[config.mk]
export PLATFORM = sky130hd
export DESIGN_NAME = uart_frame_assembler
export DESIGN_NICKNAME = d
export VERILOG_FILES = /design/src/rtl/uart_fft_pkg.sv /design/src/rtl/uart_byte_timeout.sv /design/src/rtl/uart_frame_assembler.sv
export SDC_FILE = /design/constraint.sdc
export NUM_CORES = 1
export LEC_CHECK = 0
export BUFFER_PORTS_ARGS = -buffer_cell sky130_fd_sc_hd__buf_2
export CAP_MARGIN = 20
export CORE_MARGIN = 2
export CORE_UTILIZATION = 25
export DETAILED_ROUTE_END_ITERATION = 8
export HOLD_SLACK_MARGIN = 0.15
export PLACE_DENSITY = 0.52
export SLEW_MARGIN = 20
export SYNTH_ARGS = -nofsm -noshare
export SYNTH_HDL_FRONTEND = slang
export SYNTH_SLANG_ARGS = --single-unit
[constraint.sdc]
create_clock -name i_clk -period 3.3 [get_ports i_clk]
set_input_delay 0.66 -clock i_clk [delete_from_list [all_inputs] [get_ports i_clk]]
set_output_delay 0.66 -clock i_clk [all_outputs]
set_load 0.05 [all_outputs]
[src/rtl/uart_fft_pkg.sv]
// Shared definitions for the UART-to-FFT sample path: state encodings, sample width
// and the default frame sync marker.
package uart_fft_pkg;

    localparam int unsigned SAMPLE_W = 16;
    localparam logic [7:0]  SYNC_BYTE_DEFAULT = 8'hA5;

    localparam logic [2:0] S_SYNC = 3'd0;
    localparam logic [2:0] S_LO   = 3'd1;
    localparam logic [2:0] S_HI   = 3'd2;
    localparam logic [2:0] S_WAIT = 3'd3;
    localparam logic [2:0] S_CSUM = 3'd4;

    typedef enum logic [2:0] {
        ST_SYNC = S_SYNC,
        ST_LO   = S_LO,
        ST_HI   = S_HI,
`ifdef FRAME_CHECKSUM_EN
        ST_CSUM = S_CSUM,
`endif
        ST_WAIT = S_WAIT
    } asm_state_e;

endpackage

[src/rtl/uart_byte_timeout.sv]
// Loadable down-counter: restarts from i_load_val on i_clr, counts while i_en and
// pulses o_expire (combinationally) on the enabled cycle it sits at zero.
module uart_byte_timeout #(
    parameter int unsigned WIDTH = 16
) (
    input  logic             i_clk,
    input  logic             i_rst,
    input  logic [WIDTH-1:0] i_load_val,
    input  logic             i_clr,
    input  logic             i_en,
    output logic             o_expire
);

    logic [WIDTH-1:0] count_q, count_d;

    always_comb begin
        count_d = count_q;
        if (i_clr) begin
            count_d = i_load_val;
        end else if (i_en && (count_q != '0)) begin
            count_d = count_q - WIDTH'(1);
        end
    end

    assign o_expire = i_en && !i_clr && (count_q == '0);

    always_ff @(posedge i_clk) begin
        if (i_rst) begin
            count_q <= '0;
        end else begin
            count_q <= count_d;
        end
    end

endmodule

[src/rtl/uart_frame_assembler.sv]
// Hunts for a sync byte, packs little-endian byte pairs into 16-bit samples for the FFT
// sample RAM and holds each full frame until acked. FRAME_CHECKSUM_EN adds a sum byte.
module uart_frame_assembler
    import uart_fft_pkg::*;
#(
    parameter int unsigned FRAME_LEN     = 256,
    parameter int unsigned ADDR_WIDTH    = 8,
    parameter logic [7:0]  SYNC_BYTE     = SYNC_BYTE_DEFAULT,
    parameter int unsigned TIMEOUT_TICKS = 2816
) (
    input  logic                  i_clk,
    input  logic                  i_rst,
    input  logic                  i_rx_flag,
    input  logic [7:0]            i_rx_byte,
    output logic                  o_wr_en,
    output logic [ADDR_WIDTH-1:0] o_wr_addr,
    output logic [SAMPLE_W-1:0]   o_wr_data,
    output logic                  o_frame_ready,
    input  logic                  i_frame_ack,
    output logic                  o_overrun,
`ifdef FRAME_CHECKSUM_EN
    output logic                  o_timeout,
    output logic                  o_csum_err
`else
    output logic                  o_timeout
`endif
);

    localparam logic [ADDR_WIDTH-1:0] LastIdx = ADDR_WIDTH'(FRAME_LEN - 1);
    localparam logic [15:0]           ToLoad  = 16'(TIMEOUT_TICKS - 1);

    asm_state_e            state_q, state_d;
    logic [ADDR_WIDTH-1:0] index_q, index_d;
    logic [7:0]            lo_q, lo_d;
    logic                  wr_en_q, wr_en_d;
    logic [ADDR_WIDTH-1:0] wr_addr_q, wr_addr_d;
    logic [SAMPLE_W-1:0]   wr_data_q, wr_data_d;
    logic                  ready_q, ready_d;
    logic                  overrun_q, overrun_d;
    logic                  timeout_q, timeout_d;
`ifdef FRAME_CHECKSUM_EN
    logic [7:0]            sum_q, sum_d;
    logic                  csum_err_q, csum_err_d;
`endif

    logic byte_v;
    logic running;
    logic expire;

    assign byte_v = ~i_rx_flag;

`ifdef FRAME_CHECKSUM_EN
    assign running = (state_q == ST_LO) || (state_q == ST_HI) || (state_q == ST_CSUM);
`else
    assign running = (state_q == ST_LO) || (state_q == ST_HI);
`endif

    // Idle states hold the counter in reload so every in-frame stretch starts fresh.
    uart_byte_timeout #(
        .WIDTH (16)
    ) u_timeout (
        .i_clk      (i_clk),
        .i_rst      (i_rst),
        .i_load_val (ToLoad),
        .i_clr      (byte_v || !running),
        .i_en       (running),
        .o_expire   (expire)
    );

    always_comb begin
        state_d   = state_q;
        index_d   = index_q;
        lo_d      = lo_q;
        wr_en_d   = 1'b0;
        wr_addr_d = wr_addr_q;
        wr_data_d = wr_data_q;
        overrun_d = overrun_q;
        timeout_d = 1'b0;
`ifdef FRAME_CHECKSUM_EN
        sum_d      = sum_q;
        csum_err_d = 1'b0;
`endif
        unique case (state_q)
            ST_SYNC: begin
                if (byte_v && (i_rx_byte == SYNC_BYTE)) begin
                    state_d = ST_LO;
                    index_d = '0;
`ifdef FRAME_CHECKSUM_EN
                    sum_d   = '0;
`endif
                end
            end
            ST_LO: begin
                if (byte_v) begin
                    lo_d    = i_rx_byte;
                    state_d = ST_HI;
`ifdef FRAME_CHECKSUM_EN
                    sum_d   = sum_q + i_rx_byte;
`endif
                end
            end
            ST_HI: begin
                if (byte_v) begin
                    wr_en_d   = 1'b1;
                    wr_addr_d = index_q;
                    wr_data_d = {i_rx_byte, lo_q};
`ifdef FRAME_CHECKSUM_EN
                    sum_d     = sum_q + i_rx_byte;
`endif
                    if (index_q == LastIdx) begin
                        index_d = '0;
`ifdef FRAME_CHECKSUM_EN
                        state_d = ST_CSUM;
`else
                        state_d = ST_WAIT;
`endif
                    end else begin
                        index_d = index_q + ADDR_WIDTH'(1);
                        state_d = ST_LO;
                    end
                end
            end
`ifdef FRAME_CHECKSUM_EN
            ST_CSUM: begin
                if (byte_v) begin
                    if (i_rx_byte == sum_q) begin
                        state_d = ST_WAIT;
                    end else begin
                        state_d    = ST_SYNC;
                        csum_err_d = 1'b1;
                    end
                end
            end
`endif
            ST_WAIT: begin
                // A byte arriving with the ack is still lost, so it still flags overrun.
                if (byte_v) begin
                    overrun_d = 1'b1;
                end
                if (i_frame_ack) begin
                    state_d = ST_SYNC;
                end
            end
            default: state_d = ST_SYNC;
        endcase

        if (expire) begin
            state_d   = ST_SYNC;
            index_d   = '0;
            timeout_d = 1'b1;
        end

        ready_d = (state_d == ST_WAIT);
    end

    always_ff @(posedge i_clk) begin
        if (i_rst) begin
            state_q   <= ST_SYNC;
            index_q   <= '0;
            lo_q      <= '0;
            wr_en_q   <= 1'b0;
            wr_addr_q <= '0;
            wr_data_q <= '0;
            ready_q   <= 1'b0;
            overrun_q <= 1'b0;
            timeout_q <= 1'b0;
`ifdef FRAME_CHECKSUM_EN
            sum_q      <= '0;
            csum_err_q <= 1'b0;
`endif
        end else begin
            state_q   <= state_d;
            index_q   <= index_d;
            lo_q      <= lo_d;
            wr_en_q   <= wr_en_d;
            wr_addr_q <= wr_addr_d;
            wr_data_q <= wr_data_d;
            ready_q   <= ready_d;
            overrun_q <= overrun_d;
            timeout_q <= timeout_d;
`ifdef FRAME_CHECKSUM_EN
            sum_q      <= sum_d;
            csum_err_q <= csum_err_d;
`endif
        end
    end

    assign o_wr_en       = wr_en_q;
    assign o_wr_addr     = wr_addr_q;
    assign o_wr_data     = wr_data_q;
    assign o_frame_ready = ready_q;
    assign o_overrun     = overrun_q;
    assign o_timeout     = timeout_q;
`ifdef FRAME_CHECKSUM_EN
    assign o_csum_err    = csum_err_q;
`endif

endmodule

Word level (Yosys, flattened, before mapping)
Cells that the tools add are included.
{ "op_classes": {"n_addsub": 2, "n_mul": 0, "n_div": 0, "order_cmp": 0, "eq_ne": 8, "shifts": 0, "mux": 15, "bitwise": 2, "n_reduce_logical": 20} }
{ "ops": {"columns": ["op", "n"], "rows": [
  ["$mux 12", 2],
  ["$mux 8", 3],
  ["$eq 8x8->1 const B", 2],
  ["$logic_not 16->1", 1],
  ["$pmux 8 s2", 1],
  ["$reduce_bool 16->1", 1],
  ["$sub 16x1->16 const B", 1],
  ["$mux 3", 5],
  ["$pmux 3 s4", 1],
  ["$eq 3x2->1 const B", 3],
  ["$add 8x1->8 const B", 1],
  ["$reduce_and 2->1", 3],
  ["$reduce_or 2->1", 3],
  ["$logic_and 1x1->1", 4],
  ["$ne 2x2->1 const B", 2],
  ["$reduce_bool 2->1", 2],
  ["$eq 3x1->1 const B", 1],
  ["$logic_not 3->1", 1],
  ["$reduce_and 3->1", 1],
  ["$logic_not 1->1", 2],
  ["$logic_or 1x1->1", 2],
  ["$mux 1", 2],
  ["$mux 2", 1],
  ["$not 1->1", 2]
]} }
{ "totals": {"regBits": 63, "latch_bits": 0, "ramBits": 0, "mem_bits_ro": 0, "input_bits": 12, "out_inout_bits": 28, "n_memories": 0} }

Depth between registers and ports, before layout
{ "logic_depth": {"depth_word": 9, "depth_mapped": 7, "ltp_nobuf": 6} }

Hierarchy
A second synthesis with hierarchy kept.
{ "hier_totals": {"cells_unflattened": 361, "area_unflattened_um2": 2884.0} }
{ "modules_own_cells": {"columns": ["module", "instances", "cells_each", "area_per_inst_um2", "seq_area_each_um2"], "rows": [
  ["uart_frame_assembler", 1, 230, 1850.5, 940.9],
  ["uart_byte_timeout", 1, 131, 1033.5, 320.3]
]} }

Least setup slack after synthesis
No wires, ideal clock.
{ "synth_path": {"path_kind": "register -> register", "from": "reg u_timeout.count_q[4]", "to": "reg u_timeout.count_q[12]", "setup_ns": 0.072, "t_arrival_ns": 2.148, "required_ns": 3.228, "setup_slack_ns": 1.081, "stages_incl_launch_ff": 7, "path_buffers": 2, "period_less_slack_ns": 2.219, "path_cell_list": "dfxtp_1 buf_6 or4_1 buf_2 or4_4 or4_1 a21oi_1"} }
{ "synth_via": {"elab_chain_len": 2} }
{ "synth_lines": {"columns": ["item", "line_no", "source"], "rows": [
  ["start, declared", "uart_byte_timeout.sv:14", "logic [WIDTH-1:0] count_q, count_d;"],
  ["start signal, assigned", "uart_byte_timeout.sv:31", "count_q <= count_d;"],
  ["branches (longest 2 deep; another with $sub 16x1->16)", null, null]
]} }
Parallel ways; which one is timed is not known.
A chain may end at the register's enable or synchronous reset.

Worst setup path after layout
{ "layout_path": {"from": "reg u_timeout.count_q[4]", "to": "reg u_timeout.count_q[14]"} }
Same word-level chain as after synthesis.

==> results.tsv <==
metric	value	unit
antenna-violating nets left	0	
Final Setup Violations	0	
cell family with most CP delay	simple AND/OR/NAND/NOR gates	
Layout area overhead	21.30	%
max frequency	433.7	MHz
post-synthesis cell count	333	
PnR worst setup slack	0.9940	ns
Total GRT Usage	11.56	%
Worst Path Class, Setup	reg2reg	
synthesized area	2720	um2
max_slew headroom	34.61	%
RSZ-0062 raised after global routing	no	
CP Max Fanout	8	
Syn Area/Cell	8.168	um2
Antenna Cells	0	
Core Area	10750	um2
total grt overflow	0	
clock-pin slew on the worst setup and hold paths	0.08	ns
synth warn	0	
top-area cell type share of the netlist area	46.37	%
Initial Util	25.31	%
root buf cell	clkbuf_8	
Final Skew	0.01563	ns
number of global-route vias before repair	2245	
Rows	38	
commonest non-fill, non-tap cell in the layout	nand2_1	
FF+latch count, synth	63	
clk_lat worst skew	0.34	ns
syn nets	348	
hpwl dp	4374	um
CP Launch Type	register	
Slew Limit Fails	0	
Worst EP arrival	2.57	ns
nature of the critical path endpoint	register	
CTS buffer count	9	
final-stage net count	382	
crit-path cells	or4_1 > or4_4 > or4b_1 > a21oi_1	
first-pass GRT wire length	10780	um
Placer Congestion	0.7528	
DR vias	2419	
Die X	108.3	um
antenna violations before repair	0	
Fill cells	1206	
most frequent cells in the layout	nand2_1, dfxtp_1, a21oi_1	
post_cts resized	0	
status	finished, final reports clean	
worst slack, placed	0.8077	ns
Slew @ Worst Pin	0.9718	ns
Max stage delay on crit path	0.66	ns
via/cell ratio	4.725	
maximum vdd drop	0.2253	mV
Final Hold Fails	0	
Power Density	507.5	nW/um2
sequential fraction of the synthesis area	46.37	%
die area	11730	um2
Synth area leaders	dfxtp_1, nand2_1, a21oi_1	
Buf+Inv Stages, Crit Path	0	
number of port buffers	39	
CTS sink cnt	63	
post-route clock period utilization	69.88	%
Synth cell types	52	
top cell type by total area after synthesis	dfxtp_1	
ys flop type	dfxtp_1	
Post-synth EDFFs	0	
First-pass DRT Iterations	4	
Hold-fix buffers, CTS	0	
leakage power	1.153	nW
wirelength, routed	6371	um
DRT iter0 DRCs	95	
Max Cap Violations	0	
TritonCTS clock tree	yes	
remaining routing DRC violations	0	
ys async rst share	0	%
worst min-delay path category	reg2reg	
fin crit period	2.306	ns
Routed WL per cell	12.44	um
Worst EP required	3.56	ns
setup TNS	0	ns
pin count of the biggest net entering global routing	43	
slowest library cell on the worst path	or4_1	
Ports	40	
fraction of layout cells with a size suffix above 1	18.01	%
Setup Fix Bufs, Post-CTS	0	
Die Height	108.3	um
H-tree levels	3	
Max clock buf depth	2	
## cell type report
type,instances,area [um2],share of cell area (%)
Clock buffer,10,137.6,4.171
Clock inverter,6,115.1,3.489
Inverter,5,18.77,0.5688
Multi-Input combinational cell,244,1359,41.18
Sequential cell,63,1261,38.23
Tap cell,140,175.2,5.309
Timing Repair Buffer,44,232.7,7.053
## through the flow
step / std cells / power (mW) / hold WS, ns / instance area, um2 / utilization (%)
2_1_floorplan: 333 / 0.8263 / 0.4322 / 2720 / -
3_3_place_gp: 496 / 0.8436 / 0.4392 / 3047 / 28.35
3_5_place_dp: 496 / 0.8447 / 0.4468 / 3047 / 28.35
4_1_cts: 512 / 1.696 / 0.4578 / 3299 / 30.71
5_1_grt: 512 / 1.738 / 0.4739 / 3299 / 30.71
6_report: 512 / 1.674 / 0.4500 / 3299 / 30.71
## logic make-up after synthesis
logic type               after synthesis  share of synthesized area (%)
buffers and inverters                 26                          3.909
AO/OA/AOI/OAI                         79                          17.66
flip-flops                            63                          46.37
other                                  1                         0.1379
AND/OR/NAND/NOR                      153                          27.74
XOR/XNOR                               4                          1.288
multiplexers                           4                          1.518
adder cells (fa/ha/maj)                3                          1.380
## power by group
part	internal, mW	leakage (nW)	switching [mW]
logic	0.0194	0.518	0.0304
clock network	0.526	0.123	0.321
registers	0.767	0.511	0.0100
## state kept, by name (all words and copies together), names as in the netlist
register / count
o_wr_data: 16
o_frame_ready: 1
lo_q: 8
o_timeout: 1
o_wr_addr: 8
o_overrun: 1
state_q: 3
o_wr_en: 1
u_timeout.count_q: 16
index_q: 8
## final timing paths
check | depth (start not counted) | slack, ns | endpoint | start
setup / recovery | 4 | 0.99 | u_timeout.count_q[14]$_SDFFE_PP0P_ | u_timeout.count_q[4]$_SDFFE_PP0P_
setup reg to reg | 4 | 0.99 | u_timeout.count_q[14]$_SDFFE_PP0P_ | u_timeout.count_q[4]$_SDFFE_PP0P_
hold / removal | 2 | 0.45 | o_wr_data[0]$_SDFFE_PP0P_ | lo_q[0]$_SDFFE_PP0P_
hold reg to reg | 2 | 0.45 | o_wr_data[0]$_SDFFE_PP0P_ | lo_q[0]$_SDFFE_PP0P_
## cells in the mapped netlist (all sizes together), types with 2 or more instances
cell and n:
and2 2, clkbuf 19, ha 3, o21a 2
dfxtp 63, a311oi 2, o31a 3, or4b 2
nor2b 2, a21oi 48, nor3b 2, xnor2 3
nor4b 3, nand2 74, or2 3, or4 8
a211oi 2, o21ai 3, mux2i 3, buf 2
nand3 11, o211ai 4, nor2 16, nand2b 6
or3 3, nor3 6, nor4 6, nand4 3
a31oi 4, o31ai 3, inv 5
## layer usage
metal	GRT usage (%)	part of all wire (%)
met1	14.50	48
met2	19.41	48
met3	3.797	3.4
met4	2.473	0.53
met5	0	0
## worst reg2reg max path, delay by kind of cell (launching register included)
family	cells	cell delay (ns)
AND/OR/NAND/NOR	3	1.70
AO/OA/AOI/OAI	1	0.16
flip-flops	1	0.38
No activity file was read; power rests on OpenSTA's default activity.
